**src/rtl/axi_lite_pkg.sv**
```systemverilog
// Shared AXI-Lite definitions: response codes and the command-master state encoding.
package axi_lite_pkg;

    typedef enum logic [2:0] {
        IDLE   = 3'd0,
        WR     = 3'd1,
        WAIT_B = 3'd2,
        RD     = 3'd3,
        WAIT_R = 3'd4,
        RSP    = 3'd5
    } state_t;

    localparam logic [1:0] RESP_OKAY   = 2'b00;
    localparam logic [1:0] RESP_SLVERR = 2'b10;
    localparam logic [1:0] RESP_DECERR = 2'b11;

    // A lost response is reported with the same code as a decode error.
    localparam logic [1:0] RESP_TIMEOUT = RESP_DECERR;

endpackage

```
**src/rtl/axi_lite_cmd_master.sv**
```systemverilog
// Single-outstanding AXI-Lite master: turns one command into one AW/W/B or AR/R
// transaction and returns the result on a valid/ready response port.
module axi_lite_cmd_master
    import axi_lite_pkg::*;
#(
    parameter int unsigned TIMEOUT_CYCLES = 1024
) (
    input  logic        clk,
    input  logic        rst,

    input  logic        cmd_valid,
    output logic        cmd_ready,
    input  logic        cmd_write,
    input  logic [31:0] cmd_addr,
    input  logic [31:0] cmd_wdata,
    input  logic [3:0]  cmd_wstrb,

    output logic        rsp_valid,
    input  logic        rsp_ready,
    output logic [31:0] rsp_rdata,
    output logic [1:0]  rsp_resp,

    output logic        m_axi_awvalid,
    output logic [31:0] m_axi_awaddr,
    input  logic        m_axi_awready,

    output logic        m_axi_wvalid,
    output logic [31:0] m_axi_wdata,
    output logic [3:0]  m_axi_wstrb,
    input  logic        m_axi_wready,

    input  logic        m_axi_bvalid,
    input  logic [1:0]  m_axi_bresp,
    output logic        m_axi_bready,

    output logic        m_axi_arvalid,
    output logic [31:0] m_axi_araddr,
    input  logic        m_axi_arready,

    input  logic        m_axi_rvalid,
    input  logic [31:0] m_axi_rdata,
    input  logic [1:0]  m_axi_rresp,
    output logic        m_axi_rready
);

    // The counter value seen on the last permitted waiting cycle.
    localparam logic [15:0] CNT_LAST = 16'(TIMEOUT_CYCLES - 1);

    state_t      state_q, state_d;
    logic [31:0] addr_q, addr_d;
    logic [31:0] wdata_q, wdata_d;
    logic [3:0]  wstrb_q, wstrb_d;
    logic        awvalid_q, awvalid_d;
    logic        wvalid_q, wvalid_d;
    logic        bready_q, bready_d;
    logic        arvalid_q, arvalid_d;
    logic        rready_q, rready_d;
    logic        aw_done_q, aw_done_d;
    logic        w_done_q, w_done_d;
    logic [15:0] cnt_q, cnt_d;
    logic        rsp_valid_q, rsp_valid_d;
    logic [31:0] rsp_rdata_q, rsp_rdata_d;
    logic [1:0]  rsp_resp_q, rsp_resp_d;

    logic aw_hs;
    logic w_hs;
    logic timeout_hit;

    // Commands are refused while reset is held so nothing is accepted mid-reset.
    assign cmd_ready = (state_q == IDLE) && !rsp_valid_q && !rst;

    assign aw_hs       = awvalid_q && m_axi_awready;
    assign w_hs        = wvalid_q && m_axi_wready;
    assign timeout_hit = (cnt_q == CNT_LAST);

    always_comb begin
        state_d     = state_q;
        addr_d      = addr_q;
        wdata_d     = wdata_q;
        wstrb_d     = wstrb_q;
        awvalid_d   = awvalid_q;
        wvalid_d    = wvalid_q;
        bready_d    = bready_q;
        arvalid_d   = arvalid_q;
        rready_d    = rready_q;
        aw_done_d   = aw_done_q;
        w_done_d    = w_done_q;
        cnt_d       = cnt_q;
        rsp_valid_d = rsp_valid_q;
        rsp_rdata_d = rsp_rdata_q;
        rsp_resp_d  = rsp_resp_q;

        case (state_q)
            IDLE: begin
                if (cmd_valid && cmd_ready) begin
                    addr_d  = cmd_addr;
                    wdata_d = cmd_wdata;
                    wstrb_d = cmd_wstrb;
                    if (cmd_write) begin
                        awvalid_d = 1'b1;
                        wvalid_d  = 1'b1;
                        aw_done_d = 1'b0;
                        w_done_d  = 1'b0;
                        state_d   = WR;
                    end else begin
                        arvalid_d = 1'b1;
                        state_d   = RD;
                    end
                end
            end

            // AW and W complete independently; leave once both have been taken.
            WR: begin
                if (aw_hs) begin
                    awvalid_d = 1'b0;
                    aw_done_d = 1'b1;
                end
                if (w_hs) begin
                    wvalid_d = 1'b0;
                    w_done_d = 1'b1;
                end
                if ((aw_done_q || aw_hs) && (w_done_q || w_hs)) begin
                    bready_d = 1'b1;
                    cnt_d    = '0;
                    state_d  = WAIT_B;
                end
            end

            WAIT_B: begin
                if (m_axi_bvalid) begin
                    bready_d    = 1'b0;
                    rsp_valid_d = 1'b1;
                    rsp_rdata_d = '0;
                    rsp_resp_d  = m_axi_bresp;
                    state_d     = RSP;
                end else if (timeout_hit) begin
                    bready_d    = 1'b0;
                    rsp_valid_d = 1'b1;
                    rsp_rdata_d = '0;
                    rsp_resp_d  = RESP_TIMEOUT;
                    state_d     = RSP;
                end else begin
                    cnt_d = cnt_q + 16'd1;
                end
            end

            RD: begin
                if (m_axi_arready) begin
                    arvalid_d = 1'b0;
                    rready_d  = 1'b1;
                    cnt_d     = '0;
                    state_d   = WAIT_R;
                end
            end

            WAIT_R: begin
                if (m_axi_rvalid) begin
                    rready_d    = 1'b0;
                    rsp_valid_d = 1'b1;
                    rsp_rdata_d = m_axi_rdata;
                    rsp_resp_d  = m_axi_rresp;
                    state_d     = RSP;
                end else if (timeout_hit) begin
                    rready_d    = 1'b0;
                    rsp_valid_d = 1'b1;
                    rsp_rdata_d = '0;
                    rsp_resp_d  = RESP_TIMEOUT;
                    state_d     = RSP;
                end else begin
                    cnt_d = cnt_q + 16'd1;
                end
            end

            RSP: begin
                if (rsp_ready) begin
                    rsp_valid_d = 1'b0;
                    state_d     = IDLE;
                end
            end

            default: state_d = IDLE;
        endcase
    end

    always_ff @(posedge clk) begin
        if (rst) begin
            state_q     <= IDLE;
            addr_q      <= '0;
            wdata_q     <= '0;
            wstrb_q     <= '0;
            awvalid_q   <= 1'b0;
            wvalid_q    <= 1'b0;
            bready_q    <= 1'b0;
            arvalid_q   <= 1'b0;
            rready_q    <= 1'b0;
            aw_done_q   <= 1'b0;
            w_done_q    <= 1'b0;
            cnt_q       <= '0;
            rsp_valid_q <= 1'b0;
            rsp_rdata_q <= '0;
            rsp_resp_q  <= '0;
        end else begin
            state_q     <= state_d;
            addr_q      <= addr_d;
            wdata_q     <= wdata_d;
            wstrb_q     <= wstrb_d;
            awvalid_q   <= awvalid_d;
            wvalid_q    <= wvalid_d;
            bready_q    <= bready_d;
            arvalid_q   <= arvalid_d;
            rready_q    <= rready_d;
            aw_done_q   <= aw_done_d;
            w_done_q    <= w_done_d;
            cnt_q       <= cnt_d;
            rsp_valid_q <= rsp_valid_d;
            rsp_rdata_q <= rsp_rdata_d;
            rsp_resp_q  <= rsp_resp_d;
        end
    end

    assign rsp_valid     = rsp_valid_q;
    assign rsp_rdata     = rsp_rdata_q;
    assign rsp_resp      = rsp_resp_q;
    assign m_axi_awvalid = awvalid_q;
    assign m_axi_awaddr  = addr_q;
    assign m_axi_wvalid  = wvalid_q;
    assign m_axi_wdata   = wdata_q;
    assign m_axi_wstrb   = wstrb_q;
    assign m_axi_bready  = bready_q;
    assign m_axi_arvalid = arvalid_q;
    assign m_axi_araddr  = addr_q;
    assign m_axi_rready  = rready_q;

endmodule

```
**config.mk**
```make
export PLATFORM = sky130hd
export DESIGN_NAME = axi_lite_cmd_master
export DESIGN_NICKNAME = d
export VERILOG_FILES = /design/src/rtl/axi_lite_pkg.sv /design/src/rtl/axi_lite_cmd_master.sv
export SDC_FILE = /design/constraint.sdc
export NUM_CORES = 1
export LEC_CHECK = 0
export ABC_CLOCK_PERIOD_IN_PS = 2650
export CAP_MARGIN = 20
export CORE_MARGIN = 3
export CORE_UTILIZATION = 41
export DETAILED_ROUTE_END_ITERATION = 8
export PLACE_DENSITY = 0.93
export SLEW_MARGIN = 20
export SYNTH_ARGS = -nofsm -noshare
export SYNTH_HDL_FRONTEND = slang
export SYNTH_SLANG_ARGS = --single-unit
```
**constraint.sdc**
```tcl
create_clock -name clk -period 2.65 [get_ports clk]
set_input_delay 0.265 -clock clk [delete_from_list [all_inputs] [get_ports clk]]
set_output_delay 0.265 -clock clk [all_outputs]
set_load 0.01 [all_outputs]
```
## Word-level counts from Yosys, hierarchy flattened

Cells that the tools add are included.

- Reductions and logical operators: 27
- Muxes and demuxes: 51
- Add/subtract/negate cells: 1
- Eq/ne operators: 18

Operators by type and width:

| cell | number |
|---|---|
| 32-bit 2-to-1 mux | 3 |
| 16-bit 2-to-1 mux | 5 |
| 16-bit one-hot mux with 4 select lines | 1 |
| 32-bit one-hot mux with 2 select lines | 1 |
| 3-bit 2-to-1 mux | 7 |
| 1-bit 2-to-1 mux | 20 |
| 2-bit inequality test (second input constant) | 9 |
| 3-bit one-hot mux with 6 select lines | 1 |
| 16-bit by 1-bit adder with 16-bit output (second input constant) | 1 |
| 16-bit by 10-bit equality test with 1-bit output (second input constant) | 1 |
| 4-bit AND reduction | 4 |
| 1-bit one-hot mux with 2 select lines | 7 |
| 2-bit nonzero test | 5 |
| 2-bit 2-to-1 mux | 4 |
| 3-bit by 2-bit equality test with 1-bit output (second input constant) | 2 |
| 3-bit equality test (second input constant) | 2 |
| 1-bit logical AND | 6 |
| 3-bit inequality test (second input constant) | 2 |
| 3-bit AND reduction | 2 |
| 5-bit AND reduction | 1 |
| 2-bit one-hot mux with 2 select lines | 1 |
| 2-bit AND reduction | 2 |
| 4-bit nonzero test | 1 |
| 3-bit by 1-bit equality test with 1-bit output (second input constant) | 1 |
| 6 further kinds | 8 |

- Bits in registers: 129
- Bits of input ports: 114
- Output and inout port bits: 141
- Logic and storage cells: 112

## Logic depth before layout (Yosys ltp)

Gate-level depths: netlist of the first run.

- Depth in word-level cells: 6
- Depth in mapped cells: 9
- Gate-level depth less buffers: 6

## Worst setup path after synthesis of the first run

No wires, ideal clock.

- Kind: reg2reg
- Start point: register state_q[0]
- End point: register cnt_q[6]
- Path buffers: 3
- Required time: 2.580 ns
- Stages on the path, launching flop included: 9
- Arrival: 2.043 ns
- Slack: 0.536 ns
- Period minus slack after synthesis: 2.114 ns
- Cells stage by stage: dfxtp_1 buf_6 or3b_1 clkbuf_2 a21o_1 o21a_1 buf_2 or4_1 a21oi_1

- Word-level cells in the longest chain between the ends: 3

RTL lines:

| item | line | text |
|---|---|---|
| start: declaration | axi_lite_cmd_master.sv:49 | `state_t state_q, state_d;` |
| start signal: assignment | axi_lite_cmd_master.sv:203 | `state_q <= state_d;` |
| 3-bit equality test, or another cell as far along | axi_lite_cmd_master.sv:93 | `case (state_q)` |
| 4-bit nonzero test (no line) or 2-bit inequality test (tied branches) | - |  |
| 5-bit AND reduction (no line) | - |  |
| end signal: assignment | axi_lite_cmd_master.sv:214 | `cnt_q <= cnt_d;` |
| end: declaration | axi_lite_cmd_master.sv:60 | `logic [15:0] cnt_q, cnt_d;` |

Parallel ways exist; a longest one is shown, timed or not.
A chain may end at the register's enable or synchronous reset.

## Worst setup path after layout of the first run

- Start point: register state_q[1]
- End point: output port cmd_ready

- Word-level cells in the longest chain between the ends: 3

RTL lines:

| item | line | text |
|---|---|---|
| 3-bit logical NOT | axi_lite_cmd_master.sv:70 | `assign cmd_ready = (state_q == IDLE) && !rsp_valid_q && !rst;` |
| 1-bit logical AND (2 in a row) | axi_lite_cmd_master.sv:70 |  |
| end: declaration | axi_lite_cmd_master.sv:12 | `output logic cmd_ready,` |

No other way between the ends.

==> results of run 1 <==
critical path: stages, from the launching register on:
cell and delay, ns:
dfxtp_1 0.42, buf_4 0.21, nor3_1 0.40, and2_1 0.20, clkdlybuf4s50_1 0.57
layout make-up:
class                      instances  share of cell area
timing repair buffer             268              0.3220
sequential                       129              0.3115
multi-input combinational        432              0.2668
clock buffer                      22             0.05719
tap                              168             0.02535
clock inverter                    10             0.01539
inverter                           4            0.001811
cells by family after synthesis:
kind of cell | Yosys count | share of synthesized area
buf+inv | 85 | 0.08716
flops | 129 | 0.4943
fa+ha+maj | 1 | 0.002394
simple gates | 267 | 0.2280
compound gates | 161 | 0.1825
mux | 3 | 0.005747
cells in the final DEF, fill, tap and decap left out, drive strengths merged, types with 3 or more instances in the layout:
| cell | count |
|---|---|
| nand2b | 3 |
| and2 | 3 |
| a22oi | 32 |
| mux2i | 3 |
| or3 | 3 |
| nor2 | 49 |
| and4 | 3 |
| nor3 | 5 |
| o31ai | 10 |
| o21ai | 10 |
| inv | 5 |
| nand2 | 152 |
| clkbuf | 22 |
| nor4 | 4 |
| dfxtp | 129 |
| a21oi | 95 |
| nand4 | 5 |
| nand3 | 11 |
| or4 | 13 |
| buf | 15 |
| clkinv | 5 |
| and3 | 5 |
| clkdlybuf4s50 | 253 |
metal layers:
metal,global-route usage,up-vias,part of all wire
li1,-,2603,-
met1,0.2467,2518,0.37
met2,0.4217,251,0.52
met3,0.09734,28,0.098
met4,0.07603,0,0.019
met5,0,-,0
registers in the layout, summed over array words and instances, names as in the netlist, 2 cells and up:
name          flops
m_axi_wstrb       4
m_axi_araddr     32
m_axi_wdata      32
state_q           3
rsp_rdata        32
cnt_q            16
rsp_resp          2
how the worst min path moves through the flow:
| stage | cells past startpoint | endpoint |
|---|---|---|
| floorplan | 2 | m_axi_wdata[0]$_SDFFE_PP0P_ |
| global placement | 2 | rsp_resp[1]$_SDFFE_PP0P_ |
| detailed placement | 2 | rsp_resp[1]$_SDFFE_PP0P_ |
| CTS | 2 | state_q[0]$_SDFFE_PP0P_ |
| global route | 2 | state_q[0]$_SDFFE_PP0P_ |
| finish | 2 | state_q[2]$_SDFFE_PP0P_ |
report_power, final:
| group | switching (W) | internal [W] | total [W] |
|---|---|---|---|
| registers | 0.000150 | 0.00213 | 0.00228 |
| logic | 0.000863 | 0.000831 | 0.00169 |
| clock network | 0.000861 | 0.00147 | 0.00233 |
stage by stage:
| stage | hold WS (ns) | worst slack, ns |
|---|---|---|
| floorplan | 0.4010 | 0.5362 |
| global placement | 0.4366 | 0.3967 |
| detailed placement | 0.4432 | 0.3127 |
| CTS | 0.1078 | 0.1553 |
| global route | 0.1110 | 0.05998 |
| finish | 0.1173 | 0.1819 |
==> summary.txt, run 1 <==
Placement
  • Placed inst area: 7690 sq um
  • GPL Wtd Cong: 0.9024
  • Inst Count DP: 1001
  • # port buffers: 254
  • Hpwl dp: 11600 microns

Setup path
  • Worst r2r path cells: 7
  • Critical path fanouts, max: 9
  • CP Launch Point: state_q[1]$_SDFFE_PP0P_
  • RR Startpoint: state_q[2]$_SDFFE_PP0P_
  • R2R Setup Slk: 0.28 ns
  • Endpoint class of the critical path: output pin
  • Crit path DAT: 2.20 ns
  • Worst Setup Start Kind: flip-flop
  • Reg2reg end: cnt_q[0]$_SDFFE_PP0P_
  • Worst Setup EP: cmd_ready
  • CP Data Required Time: 2.38 ns
  • Crit Path Category: reg2out

Clock network
  • Clk sinks: 129
  • H-tree depth: 4
  • Reg clk slew, reported paths: 0.05 ns
  • CTS tree: done
  • CTS buffer count: 17
  • Post-CTS setup buffer count: 0
  • Root Driver: clkbuf_16
  • Worst skew pair latency: 0.41 ns
  • Cts hold-fix bufs: 0
  • Post-CTS sizing: 0
  • CTS max path bufs: 2

Route
  • DR WL/cell: 16.21 microns
  • Total routed wirelength: 16750 microns
  • Vias: 5400
  • Initial DRT Pass Iterations: 5
  • Drt initial violations: 410
  • Remaining DRCs: 0
  • Final ANT Viol Nets: 0
  • Vias per Instance: 5.227

Timing
  • Period utilization: 0.9314
  • Fmax: 405.2 MHz
  • Max-Slew Margin vs Limit: 0.6191
  • RSZ-0062 raised after global routing: no
  • Final TNS setup: 0 ns
  • Final Setup Violations: 0
  • Worst Max-Slew Pin Slew: 0.5639 ns
  • Minimum clock period: 2.468 ns
  • Final Hold Viols: 0
  • Clock skew: 0.008532 ns
  • Max Slew Vio Count: 0

Die
  • Initial Utilization: 0.4279
  • Die ar.: 14130 sq um
  • FP Rows: 40
  • Ports: 255
  • Die Wd: 118.9 microns
  • Total core area: 12210 sq um
  • Die Ht: 118.9 microns

Final layout
  • Multi-input gate area: 2212 sq um
  • FF+latch area: 2582 sq um
  • Area delta synth->final: 58.69%
  • Non-Filler Instances: 1033
  • Share of cells above drive strength 1: 0.06243
  • Final instance area: 8292 sq um
  • NumNets Final: 967
  • Ant. Diodes: 0
  • # fillers: 922
  • Final core utilization: 0.6790

Logic synthesis
  • EDFF count, synth: 0
  • Post-synth top cells: nand2_1, dfxtp_1, a21oi_1, nor2_1, clkbuf_1
  • Avg Synthesized Cell Area: 8.088 sq um
  • Top-count cell post-synth: nand2_1
  • Top cells by area, synth: dfxtp_1, nand2_1, a21oi_1
  • Syn Nets: 761
  • Main synth FF type: dfxtp_1
  • Synth async-reset ratio: 0
  • Post-synth cell types: 47
  • Yosys warnings: 0
  • Share of the synthesized area in the top cell type: 0.4943
  • Seq cells post-synth: 129
  • Post-Syn Instances: 646
  • Top cell type by total area after synthesis: dfxtp_1
  • Synthesized cell area: 5225 sq um
  • Sequential area share after synthesis: 0.4943

Power and ir drop
  • VDD IR max: 0.6311 mV
  • Pwr Total: 0.006310 W
  • Power Dens Cells: 761.0 nW/um^2
  • Leakage: 2.905 nW

Status
  • Status: completed

Hold path
  • Min-delay src: rst
  • Worst hold path type: in2reg

Global routing
  • Pin count of the biggest net entering global routing: 108
  • Initial antenna violation count: 0
  • First-pass GRT wire length: 26970 microns
  • Tot GR Track Use: 0.2341
  • Vias in the first global route: 5436
  • Grt ovf: 0

Job
  • Max cap viols: 0
Power figures use the tool's default switching activity.
==> inputs of run 2 (changes only) <==
--- a/config.mk
+++ b/config.mk
@@ -11,6 +11,7 @@
 export CORE_UTILIZATION = 41
 export DETAILED_ROUTE_END_ITERATION = 8
 export PLACE_DENSITY = 0.93
+export SKIP_LAST_GASP = 1
 export SLEW_MARGIN = 20
 export SYNTH_ARGS = -nofsm -noshare
 export SYNTH_HDL_FRONTEND = slang
==> results of run 2 <==
The final DEF is identical to that of run 1; final timing and power are the same.
==> inputs of run 3 (changes only) <==
--- a/config.mk
+++ b/config.mk
@@ -7,7 +7,6 @@
 export LEC_CHECK = 0
 export ABC_CLOCK_PERIOD_IN_PS = 2650
 export CAP_MARGIN = 20
-export CORE_MARGIN = 3
 export CORE_UTILIZATION = 41
 export DETAILED_ROUTE_END_ITERATION = 8
 export PLACE_DENSITY = 0.93
==> run 3 against run 2 <==
Against the previous run: wire length fell by 3.9%; count of clock-buffer cells in the layout decreased by 3; clock skew shrank 0.0022 ns; global-route usage grew 1.0 points; fmax increased by 2.0%.
==> summary.txt, run 3 (synthesized netlist as in run 1, its figures left out) <==
Clock network
  • Reg clk slew, reported paths: 0.06 ns (about the same)
  • Cts hold-fix bufs: 0 (unchanged)
  • Root Driver: clkbuf_16
  • Post-CTS setup buffer count: 0 (unchanged)
  • Post-CTS sizing: 0 (unchanged)
  • H-tree depth: 4 (unchanged)
  • CTS tree: done
  • Clk sinks: 129 (unchanged)
  • CTS max path bufs: 2 (unchanged)
  • CTS buffer count: 17 (unchanged)
  • Worst skew pair latency: 0.41 ns (about the same)

Status
  • Status: completed

Placement
  • GPL Wtd Cong: 0.8853 (-1.9%)
  • Hpwl dp: 11220 microns (-3.3%)
  • # port buffers: 254 (unchanged)

Final layout
  • # fillers: 944 (+2.4%)
  • Area delta synth->final: 60.18%
  • Ant. Diodes: 0 (unchanged)
  • Most common cell after layout, fill and taps aside: clkdlybuf4s50_1
  • NumNets Final: 971 (+0.41%)
  • Multi-input gate area: 2212 sq um (unchanged)
  • FF+latch area: 2582 sq um (unchanged)
  • Share of cells above drive strength 1: 0.06904 (+0.006617)
  • Most frequent cells in the layout: clkdlybuf4s50_1, nand2_1, dfxtp_1

Timing
  • Fmax: 413.4 MHz (+2.0%)
  • Minimum clock period: 2.419 ns (-0.04930 ns)
  • Final Setup Violations: 0 (unchanged)
  • Max Slew Vio Count: 0 (unchanged)
  • Min Hold Slack: 0.2709 ns (+0.1536 ns)
  • RSZ-0062 raised after global routing: no
  • Worst Max-Slew Pin Slew: 0.5856 ns (+0.02169 ns)
  • Period utilization: 0.9127 (-0.01860)
  • Final Hold Viols: 0 (unchanged)
  • Clock skew: 0.006375 ns (-0.002157 ns)
  • Final TNS setup: 0 ns (unchanged)
  • Max-Slew Margin vs Limit: 0.6045 (-0.01465)

Route
  • Final ANT Viol Nets: 0 (unchanged)
  • Remaining DRCs: 0 (unchanged)
  • Drt initial violations: 345 (-16%)
  • Total routed wirelength: 16090 microns (-3.9%)
  • Vias per Instance: 5.151 (-1.5%)
  • Initial DRT Pass Iterations: 5 (unchanged)
  • Vias: 5342 (-1.1%)
  • DR WL/cell: 15.51 microns (-4.3%)

Setup path
  • Crit path DAT: 2.15 ns (-0.05 ns)
  • Crit Path Category: reg2out
  • Worst Setup Start Kind: flip-flop
  • Endpoint class of the critical path: output pin
  • R2R Setup Slk: 0.40 ns (+0.12 ns)
  • CP Data Required Time: 2.38 ns (about the same)
  • Critical path fanouts, max: 14 (+5)

Die
  • Die Ht: 114.9 microns (-3.4%)
  • Total core area: 12210 sq um (unchanged)
  • FP Rows: 40 (unchanged)
  • Ports: 255 (unchanged)
  • Die Wd: 114.9 microns (-3.4%)
  • Die ar.: 13200 sq um (-6.6%)
  • Initial Utilization: 0.4279 (unchanged)

Global routing
  • Vias in the first global route: 5103 (-6.1%)
  • Tot GR Track Use: 0.2442 (+0.01013)
  • First-pass GRT wire length: 25070 microns (-7.0%)
  • Grt ovf: 0 (unchanged)
  • Initial antenna violation count: 0 (unchanged)
  • Pin count of the biggest net entering global routing: 58 (-46%)

Power and ir drop
  • VDD IR max: 0.4914 mV (-22%)
  • Power Dens Cells: 783.5 nW/um^2 (+3.0%)
  • Leakage: 2.950 nW (+1.5%)

Job
  • Max cap viols: 0 (unchanged)

Hold path
  • Worst hold path type: in2reg
[run 3: cell count changes in the layout (fill, tap and decap cells not counted), sizes merged]
cell / delta
inv: -1
buf: +4
bufinv: +3
clkinvlp: +1
clkbuf: -3
[run 3: final cells by class]
class,instances,share of cell area
well taps,168,0.02512
flip-flops and latches,129,0.3086
inverters,4,0.001794
clock inverters,13,0.02497
repair buffers,272,0.3211
multi-input cells,432,0.2643
clock buffers,19,0.05412
[run 3: where the power goes]
part | switching (W) | leakage (nW) | internal [W]
Clock | 0.000864 | 0.315 | 0.00172
Combinational | 0.000867 | 1.59 | 0.000838
Sequential | 0.000135 | 1.05 | 0.00213
[run 3: worst paths after layout]
| path | start | cells after the start | endpoint |
|---|---|---|---|
| hold / removal | rst | 2 | m_axi_araddr[27]$_SDFFE_PP0P_ |
| hold reg to reg | rsp_resp[0]$_SDFFE_PP0P_ | 2 | rsp_resp[0]$_SDFFE_PP0P_ |
| setup reg to reg | cnt_q[10]$_SDFFE_PP0P_ | 7 | cnt_q[1]$_SDFFE_PP0P_ |
| setup / recovery | state_q[0]$_SDFFE_PP0P_ | 4 | cmd_ready |
[run 3: critical path, cell delays in order, from the launching register on]
cell and delay (ns):
dfxtp_1 0.35, buf_4 0.20, nor3_1 0.42, and2_1 0.21, clkdlybuf4s50_1 0.57
[run 3: per-stage QoR]
stage / setup WS (ns) / cell area [sq um] / utilization / std cells / total power [W]
3_5_place_dp: 0.3694 / 7707 / 0.6311 / 1005 / 0.003995
2_1_floorplan: 0.5362 / 5225 / - / 646 / 0.003174
6_report: 0.2312 / 8369 / 0.6853 / 1037 / 0.006557
3_3_place_gp: 0.4254 / 7707 / 0.6311 / 1005 / 0.003946
5_1_grt: 0.1039 / 8369 / 0.6853 / 1037 / 0.006869
4_1_cts: 0.1963 / 8369 / 0.6853 / 1037 / 0.006593
[run 3: metal layers]
layer | vias to the layer above | share of wire | track usage
met5 | - | 0 | 0
met4 | 0 | 0.021 | 0.1013
met3 | 24 | 0.086 | 0.08856
met2 | 224 | 0.51 | 0.4185
met1 | 2480 | 0.39 | 0.2746
li1 | 2614 | - | -
